--- src/rtl/mem_access_arbiter.sv ---
// Two-requester round-robin arbiter in front of a small flip-flop memory.
// Each access runs IDLE -> ACCESS -> RESP, so one access completes every 3 cycles.
module mem_access_arbiter #(
  parameter int DATA_W = 8,
  parameter int ADDR_W = 4
) (
  input  logic              Clk,
  input  logic              R,
  input  logic              req0,
  input  logic              req1,
  input  logic              we0,
  input  logic              we1,
  input  logic [ADDR_W-1:0] addy0,
  input  logic [ADDR_W-1:0] addy1,
  input  logic [DATA_W-1:0] wdata0,
  input  logic [DATA_W-1:0] wdata1,
  output logic              gnt0,
  output logic              gnt1,
  output logic              done0,
  output logic              done1,
  output logic [DATA_W-1:0] rdata,
  output logic              busy
);

  localparam int DEPTH = 2 ** ADDR_W;

  typedef enum logic [1:0] {
    IDLE   = 2'd0,
    ACCESS = 2'd1,
    RESP   = 2'd2
  } state_t;

  state_t              state_q, state_d;
  logic                last_q, last_d;
  logic                id_q, id_d;
  logic                we_q, we_d;
  logic [ADDR_W-1:0]   addr_q, addr_d;
  logic [DATA_W-1:0]   wdata_q, wdata_d;
  logic [DATA_W-1:0]   rdata_q, rdata_d;
  logic                mem_we;
  logic                winner;
  logic [DATA_W-1:0]   mem_q [DEPTH];

  always_comb begin
    state_d = state_q;
    last_d  = last_q;
    id_d    = id_q;
    we_d    = we_q;
    addr_d  = addr_q;
    wdata_d = wdata_q;
    rdata_d = rdata_q;
    mem_we  = 1'b0;
    winner  = 1'b0;
    case (state_q)
      IDLE: begin
        if (req0 || req1) begin
          // On a tie the requester that was not served last time wins.
          winner  = (req0 && req1) ? ~last_q : req1;
          id_d    = winner;
          last_d  = winner;
          we_d    = winner ? we1 : we0;
          addr_d  = winner ? addy1 : addy0;
          wdata_d = winner ? wdata1 : wdata0;
          state_d = ACCESS;
        end
      end
      ACCESS: begin
        mem_we  = we_q;
        rdata_d = we_q ? wdata_q : mem_q[addr_q];
        state_d = RESP;
      end
      RESP: begin
        state_d = IDLE;
      end
      default: begin
        state_d = IDLE;
      end
    endcase
  end

  always_ff @(posedge Clk or posedge R) begin
    if (R) begin
      state_q <= IDLE;
      last_q  <= 1'b1;
      id_q    <= 1'b0;
      we_q    <= 1'b0;
      addr_q  <= '0;
      wdata_q <= '0;
      rdata_q <= '0;
    end else begin
      state_q <= state_d;
      last_q  <= last_d;
      id_q    <= id_d;
      we_q    <= we_d;
      addr_q  <= addr_d;
      wdata_q <= wdata_d;
      rdata_q <= rdata_d;
    end
  end

  always_ff @(posedge Clk or posedge R) begin
    if (R) begin
      for (int i = 0; i < DEPTH; i++) begin
        mem_q[i] <= '0;
      end
    end else if (mem_we) begin
      mem_q[addr_q] <= wdata_q;
    end
  end

  assign gnt0  = (state_q == ACCESS) && !id_q;
  assign gnt1  = (state_q == ACCESS) &&  id_q;
  assign done0 = (state_q == RESP)   && !id_q;
  assign done1 = (state_q == RESP)   &&  id_q;
  assign busy  = (state_q != IDLE);
  assign rdata = rdata_q;

endmodule

--- config.mk ---
export PLATFORM = sky130hd
export DESIGN_NAME = mem_access_arbiter
export DESIGN_NICKNAME = d
export VERILOG_FILES = /design/src/rtl/mem_access_arbiter.sv
export SDC_FILE = /design/constraint.sdc
export NUM_CORES = 1
export LEC_CHECK = 0
export ABC_CLOCK_PERIOD_IN_PS = 7250
export CORE_MARGIN = 2
export CORE_UTILIZATION = 40
export DETAILED_ROUTE_END_ITERATION = 7
export PLACE_DENSITY = 0.62
export SETUP_SLACK_MARGIN = 0.05
export SLEW_MARGIN = 20
export SYNTH_ARGS = -nofsm -noshare
export SYNTH_HDL_FRONTEND = slang
export SYNTH_SLANG_ARGS = --single-unit
export TNS_END_PERCENT = 30
--- constraint.sdc ---
create_clock -name Clk -period 7.25 [get_ports Clk]
set_input_delay 1.45 -clock Clk [delete_from_list [all_inputs] [get_ports Clk]]
set_output_delay 1.45 -clock Clk [all_outputs]
set_load 0.05 [all_outputs]
Yosys cells after proc, flatten, opt, wreduce, memory -nomap -nowiden --
Index checks and enable logic that the tools add are counted.
Storage, ports and cells: bits in registers 153, input port bits 30, output and inout bits 13
Operators by class: equality and inequality tests 3, reductions and logical operators 11, magnitude comparators 2, bitwise operators 2, multiplexer cells 14
Operators by type and width (number):
- 128-bit bitwise mux | 1
- 8-bit two-way mux | 5
- 8-bit binary-select mux with 4-bit select | 1
- 8-bit demux with 4-bit select | 1
- 1-bit logical AND | 6
- 5-bit >= comparator, second input constant | 1
- 5-bit by 1-bit less-than comparator with 1-bit output, second input constant | 1
- 4-bit NOT with 5-bit output | 1
- 4-bit two-way mux | 1
- 2-bit one-hot mux with 2 select lines | 1
- 1-bit two-way mux | 3
- 2-bit by 1-bit equality test with 1-bit output, second input constant | 1
- 2-bit equality test, second input constant | 1
- 2-bit logical NOT | 1
- 2-bit two-way mux | 1
- 2-bit != test, second input constant | 1
- 2-bit AND reduction | 1
- 2-bit nonzero test | 1
- 1-bit logical NOT | 1
- 1-bit logical OR | 1
- 1-bit NOT | 1

Depth between registers and ports, before layout --
Gate-level depths: netlist of the first run.
depth after elaboration 6, mapped depth 8

Least setup slack after synthesis of the first run --
Ideal clock, no wire load.
path kind register to output, start reg state_q[0], end out done0, stages on the path, launching flop included 2, data required time 5800 ps, data arrival time 1560 ps, path buffers 0, slack 4240 ps, cell sequence dfrtp_1 > nor3b_1
On the way: word-level cells in the longest chain between the ends 2
Ends and longest elaborated chain:
- from (decl) | RTL line 33 | state_t state_q, state_d;
- from (signal assigned) | RTL line 91 | state_q <= state_d;
- 2-bit equality test | RTL line 113 | assign done0 = (state_q == RESP) && !id_q;
- 1-bit logical AND | RTL line 113
- to (decl) | RTL line 19 | output logic done0,
No other way between the ends.

Worst setup path after layout of the first run --
start reg state_q[1], end out gnt1
On the way: word-level cells in the longest chain between the ends 2
Ends and longest elaborated chain:
- 2-bit by 1-bit equality test with 1-bit output | RTL line 112 | assign gnt1 = (state_q == ACCESS) && id_q;
- 1-bit logical AND | RTL line 112
- to (decl) | RTL line 18 | output logic gnt1,
No other way between the ends.

==> results of run 1 <==
[metrics by stage]
step	util	power [mW]	hold WS [ns]	instances	setup WS, ns
3_5_place_dp	0.444	3.02	0.474	759	3.78
5_1_grt	0.479	4.16	0.501	791	3.74
4_1_cts	0.479	3.94	0.488	791	3.81
6_report	0.479	3.91	0.484	791	3.83
3_3_place_gp	0.444	2.96	0.465	759	3.84
2_1_floorplan	-	2.61	0.453	523	1.68
[sequential cells by signal, indices dropped and copies added (netlist names)]
| signal | flops |
|---|---|
| addr_q | 4 |
| id_q | 1 |
| last_q | 1 |
| mem_q | 128 |
| rdata | 8 |
| state_q | 2 |
| wdata_q | 8 |
| we_q | 1 |
[area by class of cell]
class                           count  area [µm²]  share of cell area
Inverter                            4        20.0             0.00241
Clock buffer                       19         443              0.0533
Multi-Input combinational cell    330        3110               0.374
Clock inverter                     13         170              0.0205
Tap cell                          225         282              0.0339
Timing Repair Buffer               47         458              0.0551
Sequential cell                   153        3830               0.461
[power breakdown]
group          switching, mW  leakage, nW  total, mW  internal [mW]
registers              0.345         1.94       1.60           1.26
clock network          0.358        0.291      0.912          0.554
logic                  0.688         1.46       1.40          0.707
total                   1.39         3.69       3.91           2.52
[Yosys cell counts, types with 8 or more instances]
| library cell | instances |
|---|---|
| a21oi_1 | 14 |
| a31oi_1 | 9 |
| clkbuf_1 | 21 |
| dfrtp_1 | 152 |
| mux2_2 | 136 |
| mux2i_1 | 43 |
| mux4_2 | 16 |
| nand2_1 | 17 |
| nand3b_1 | 8 |
| nor2_1 | 23 |
| o21ai_0 | 9 |
| o22ai_1 | 8 |
[routing by layer]
metal / up-vias / GRT usage
li1: 1969 / -
met3: 9 / 0.0350
met4: 0 / 0.0510
met1: 2282 / 0.253
met5: - / 0
met2: 88 / 0.299
[worst max-delay path by stage]
stage                             to  slack, ns  cells past startpoint
after floorplan            addr_q[0]       1.68                      1
after global placement    wdata_q[6]       3.84                      3
after detailed placement   mem_q[29]       3.78                      3
after CTS                       gnt1       3.81                      3
after global routing            gnt1       3.74                      3
final                           gnt1       3.83                      3
[cell families after synthesis]
logic type      share of synthesized area
mux                                 0.330
flops                               0.539
buf+inv                            0.0245
compound gates                     0.0421
simple gates                       0.0651
[worst max-delay path: stages, from the launching register on]
cell             delay (ns)
dfrtp_1                0.40
nand2b_1               0.22
nor2_1                 0.12
clkdlybuf4s50_1        0.81
==> impl_metrics.json, run 1 <==
{
  "gr-total-overflow": 0,
  "synth_cell_types": 38,
  "whs_endpoint": "mem_q[29]",
  "synth.area.top_cells": "dfrtp_1 (53%), mux2_2 (22%), mux2i_1 (6.1%)",
  "finalSetupViolCount": 0,
  "grt_antenna_before_repair": 0,
  "dieArea_um2": 18900,
  "grt_pass1_vias": 4547,
  "fin_crit_sh": 0.472,
  "top_layer": "met4",
  "syn_nets": 553,
  "maxSlewHeadroom": 0.334,
  "viasPerCell": 5.50,
  "ioPinCount": 43,
  "cts_resized": 0,
  "die_w_um": 137,
  "met1_length_mm": 7.35,
  "rsz0062_at_grt": "no",
  "tightest_slew_ns": 0.993,
  "first_pass_iters": 4,
  "hold_depth": 1,
  "cts_sinks": 153,
  "final_max_slew_viol_count": 0,
  "worstSetupStartpoint": "state_q[1]",
  "cp.required_ns": 5.80,
  "clock_latency_ns": 0.43,
  "dr_wl_met2_mm": 7.66,
  "final.fill_count": 1522,
  "htree_levels": 4,
  "cts_tree": "yes",
  "synth_ff_type": "dfrtp_1",
  "dpl_cell_area_um2": 7700,
  "path_class": "reg -> out",
  "cts_buffers": 17,
  "fin_nets": 583,
  "r2r_cells": 5,
  "layout-drive-gt1-share": 0.366,
  "grt_max_degree": 84,
  "ys.warnings.count": 0,
  "layout.cells.most_common_list": "dfrtp_1 (151), mux2_2 (136), mux2i_1 (43)",
  "rr_endpoint": "mem_q[109]",
  "wirelength_mm": 15.8,
  "netlist_area_um2": 7110,
  "avgSynthCellArea_um2": 13.6,
  "n_antenna_cell": 0,
  "worstPathMaxFanout": 4,
  "syn-instance-count": 523,
  "ys_seq_area_frac": 0.539,
  "grtUsageTotal": 0.184,
  "cts_buffer_depth": 2,
  "synth_top_area_share": 0.535,
  "min_period_ns": 3.42,
  "r2r_slack_ns": 4.34,
  "drtIter0Drc": 317,
  "drcViolationCount": 0,
  "pwr_density_cell_nw_per_um2": 470,
  "core_um2": 17400,
  "die_y_um": 137,
  "path_clk_slew_ns": 0.06,
  "area_growth_pct": 16.9,
  "synthArstFlopShare": 1.00,
  "grt_pass1_wl_mm": 25.7,
  "hold_class": "reg -> reg",
  "synth_seq_cells": 153,
  "port-buffer-count": 42,
  "gp_congestion": 0.747,
  "hold_buffers": 0,
  "min-delay-start": "mem_q[29]",
  "final_common_cell": "dfrtp_1",
  "p_leak_nw": 3.69,
  "skew_ns": 0.0122,
  "design_area_um2": 8310,
  "tns_ns": 0,
  "critPathCaptureType": "output pin",
  "wl_met3_um": 717,
  "root_buffer": "clkbuf_16",
  "hold_viol": 0,
  "max_freq_mhz": 292,
  "synth_top_cell_by_area": "dfrtp_1",
  "antenna_left": 0,
  "postCtsSetupBuffers": 0,
  "cp-start-kind": "flop",
  "peakVddDrop_mv": 0.237,
  "status": "finished, final reports clean",
  "start_util": 0.410,
  "regToRegStartpoint": "state_q[1]",
  "routed-via-count": 4348,
  "wl_per_cell_um": 20.0,
  "synth_edf_count": 0,
  "dp_hpwl_mm": 10.0,
  "drv_cap": 0,
  "cp.arrival_ns": 1.97,
  "placementRows": 48
}
(Power assumes the default switching activity.)
==> inputs of run 2 (changes only) <==
--- a/config.mk
+++ b/config.mk
@@ -5,11 +5,11 @@
 export SDC_FILE = /design/constraint.sdc
 export NUM_CORES = 1
 export LEC_CHECK = 0
-export ABC_CLOCK_PERIOD_IN_PS = 7250
+export ABC_CLOCK_PERIOD_IN_PS = 3100
 export CORE_MARGIN = 2
 export CORE_UTILIZATION = 40
 export DETAILED_ROUTE_END_ITERATION = 7
-export PLACE_DENSITY = 0.62
+export PLACE_DENSITY = 0.65
 export SETUP_SLACK_MARGIN = 0.05
 export SLEW_MARGIN = 20
 export SYNTH_ARGS = -nofsm -noshare
==> constraint.sdc (replaced) <==
create_clock -name Clk -period 3.1 [get_ports Clk]
set_input_delay 0.62 -clock Clk [delete_from_list [all_inputs] [get_ports Clk]]
set_output_delay 0.62 -clock Clk [all_outputs]
set_load 0.05 [all_outputs]
==> impl_metrics.json, run 2 (synthesis results as in run 1) <==
{
  "worstPathMaxFanout": 4,
  "r2r_slack_ns": 0.82,
  "drcViolationCount": 0,
  "grt_antenna_before_repair": 0,
  "cts_resized": 0,
  "placementRows": 48,
  "postLayoutCoreUtil": 0.483,
  "crit_slowest_cell": "clkdlybuf4s50_1",
  "gp_congestion": 0.753,
  "layout.cells.most_common_list": "dfrtp_1 (151), mux2_2 (136), mux2i_1 (43)",
  "cts_buffer_depth": 2,
  "htree_levels": 4,
  "gr-total-overflow": 0,
  "critPathCaptureType": "output pin",
  "skew_ns": 0.00824,
  "port-buffer-count": 42,
  "layout-drive-gt1-share": 0.373,
  "final.fill_count": 1507,
  "postCtsSetupBuffers": 0,
  "max_freq_mhz": 382,
  "wirelength_mm": 15.7,
  "hold_ws_ns": 0.493,
  "dieArea_um2": 18900,
  "cp.required_ns": 2.48,
  "core_um2": 17400,
  "viasPerCell": 5.49,
  "tns_ns": 0,
  "hold_depth": 1,
  "largest_reg_flops": 128,
  "dp_slack_ns": 0.761,
  "status": "finished, final reports clean",
  "wl_per_cell_um": 19.6,
  "drtIter0Drc": 245,
  "multi_input_area_um2": 3110,
  "cts_buffers": 17,
  "rsz0062_at_grt": "no",
  "regArea_um2": 3830,
  "hold_buffers": 0,
  "cp-start-kind": "flop",
  "cp_cell_sequence": "nand2b_1 -> nor2_1 -> clkdlybuf4s50_1",
  "fin_nets": 594,
  "power_mw": 9.02,
  "antenna_left": 0,
  "grt_max_degree": 45,
  "cp.arrival_ns": 2.00,
  "grtUsageTotal": 0.184,
  "hold_class": "reg -> reg",
  "die_w_um": 137,
  "cts_tree": "yes",
  "clock_latency_ns": 0.42,
  "post-place-cells": 769,
  "top_register": "mem_q",
  "r2r_cells": 3,
  "area_growth_pct": 18.0,
  "dp_hpwl_mm": 10.7,
  "path_clk_slew_ns": 0.06,
  "maxSlewHeadroom": 0.415,
  "finalSetupViolCount": 0,
  "peakVddDrop_mv": 0.741,
  "n_antenna_cell": 0,
  "min_period_ns": 2.62,
  "final_common_cell": "dfrtp_1",
  "p_leak_nw": 3.75,
  "max_stage_delay_ns": 0.82,
  "pwr_density_cell_nw_per_um2": 1070,
  "cts_sinks": 153,
  "hold_viol": 0,
  "grt_pass1_vias": 4839,
  "worst_slack_ns": 0.485,
  "final_max_slew_viol_count": 0,
  "die_y_um": 137,
  "tightest_slew_ns": 0.877,
  "ioPinCount": 43,
  "fin_crit_sh": 0.844,
  "routed-via-count": 4401,
  "design_area_um2": 8390,
  "first_pass_iters": 4,
  "start_util": 0.410,
  "path_class": "reg -> out",
  "dpl_cell_area_um2": 7810,
  "root_buffer": "clkbuf_16",
  "fin_cells": 801,
  "drv_cap": 0,
  "grt_pass1_wl_mm": 26.3
}
run 2: cell types whose count changed in the layout (fill, tap and decap cells not counted), moves of 3 or more:
cell,previous run,this run
clkinv_2,1,4
buf_4,5,12
inv_6,4,0
buf_12,0,4
clkbuf_8,1,4
run 2: power by group:
part | internal (mW) | switching [mW] | total, mW
Clock | 1.18 | 0.765 | 1.95
Combinational | 1.69 | 1.58 | 3.27
Sequential | 2.95 | 0.852 | 3.80
Total | 5.82 | 3.20 | 9.02
run 2: layout make-up:
class	instances	share of cell area
Inverter	4	0.00224
Timing Repair Buffer	58	0.0704
Clock buffer	24	0.0586
Tap cell	225	0.0335
Sequential cell	153	0.457
Clock inverter	7	0.00805
Multi-Input combinational cell	330	0.371
run 2: worst max-delay path, delay by kind of cell (launching register included):
family / cells / cell delay [ns]
buf+inv: 1 / 0.82
flops: 1 / 0.40
simple gates: 2 / 0.35
run 2: metal layers:
layer	vias up	wire, µm	track usage
li1	1986	-	-
met4	0	272	0.0619
met2	106	7860	0.309
met5	-	0	0
met3	18	663	0.0412
met1	2291	6920	0.237
run 2: worst paths after layout:
path,start,to
min reg2reg,mem_q[29],mem_q[29]
min in group asynchronous,R,state_q[0]
max,state_q[1],gnt0
max reg2reg,we_q,mem_q[61]
max in group asynchronous,R,mem_q[43]
min,mem_q[29],mem_q[29]
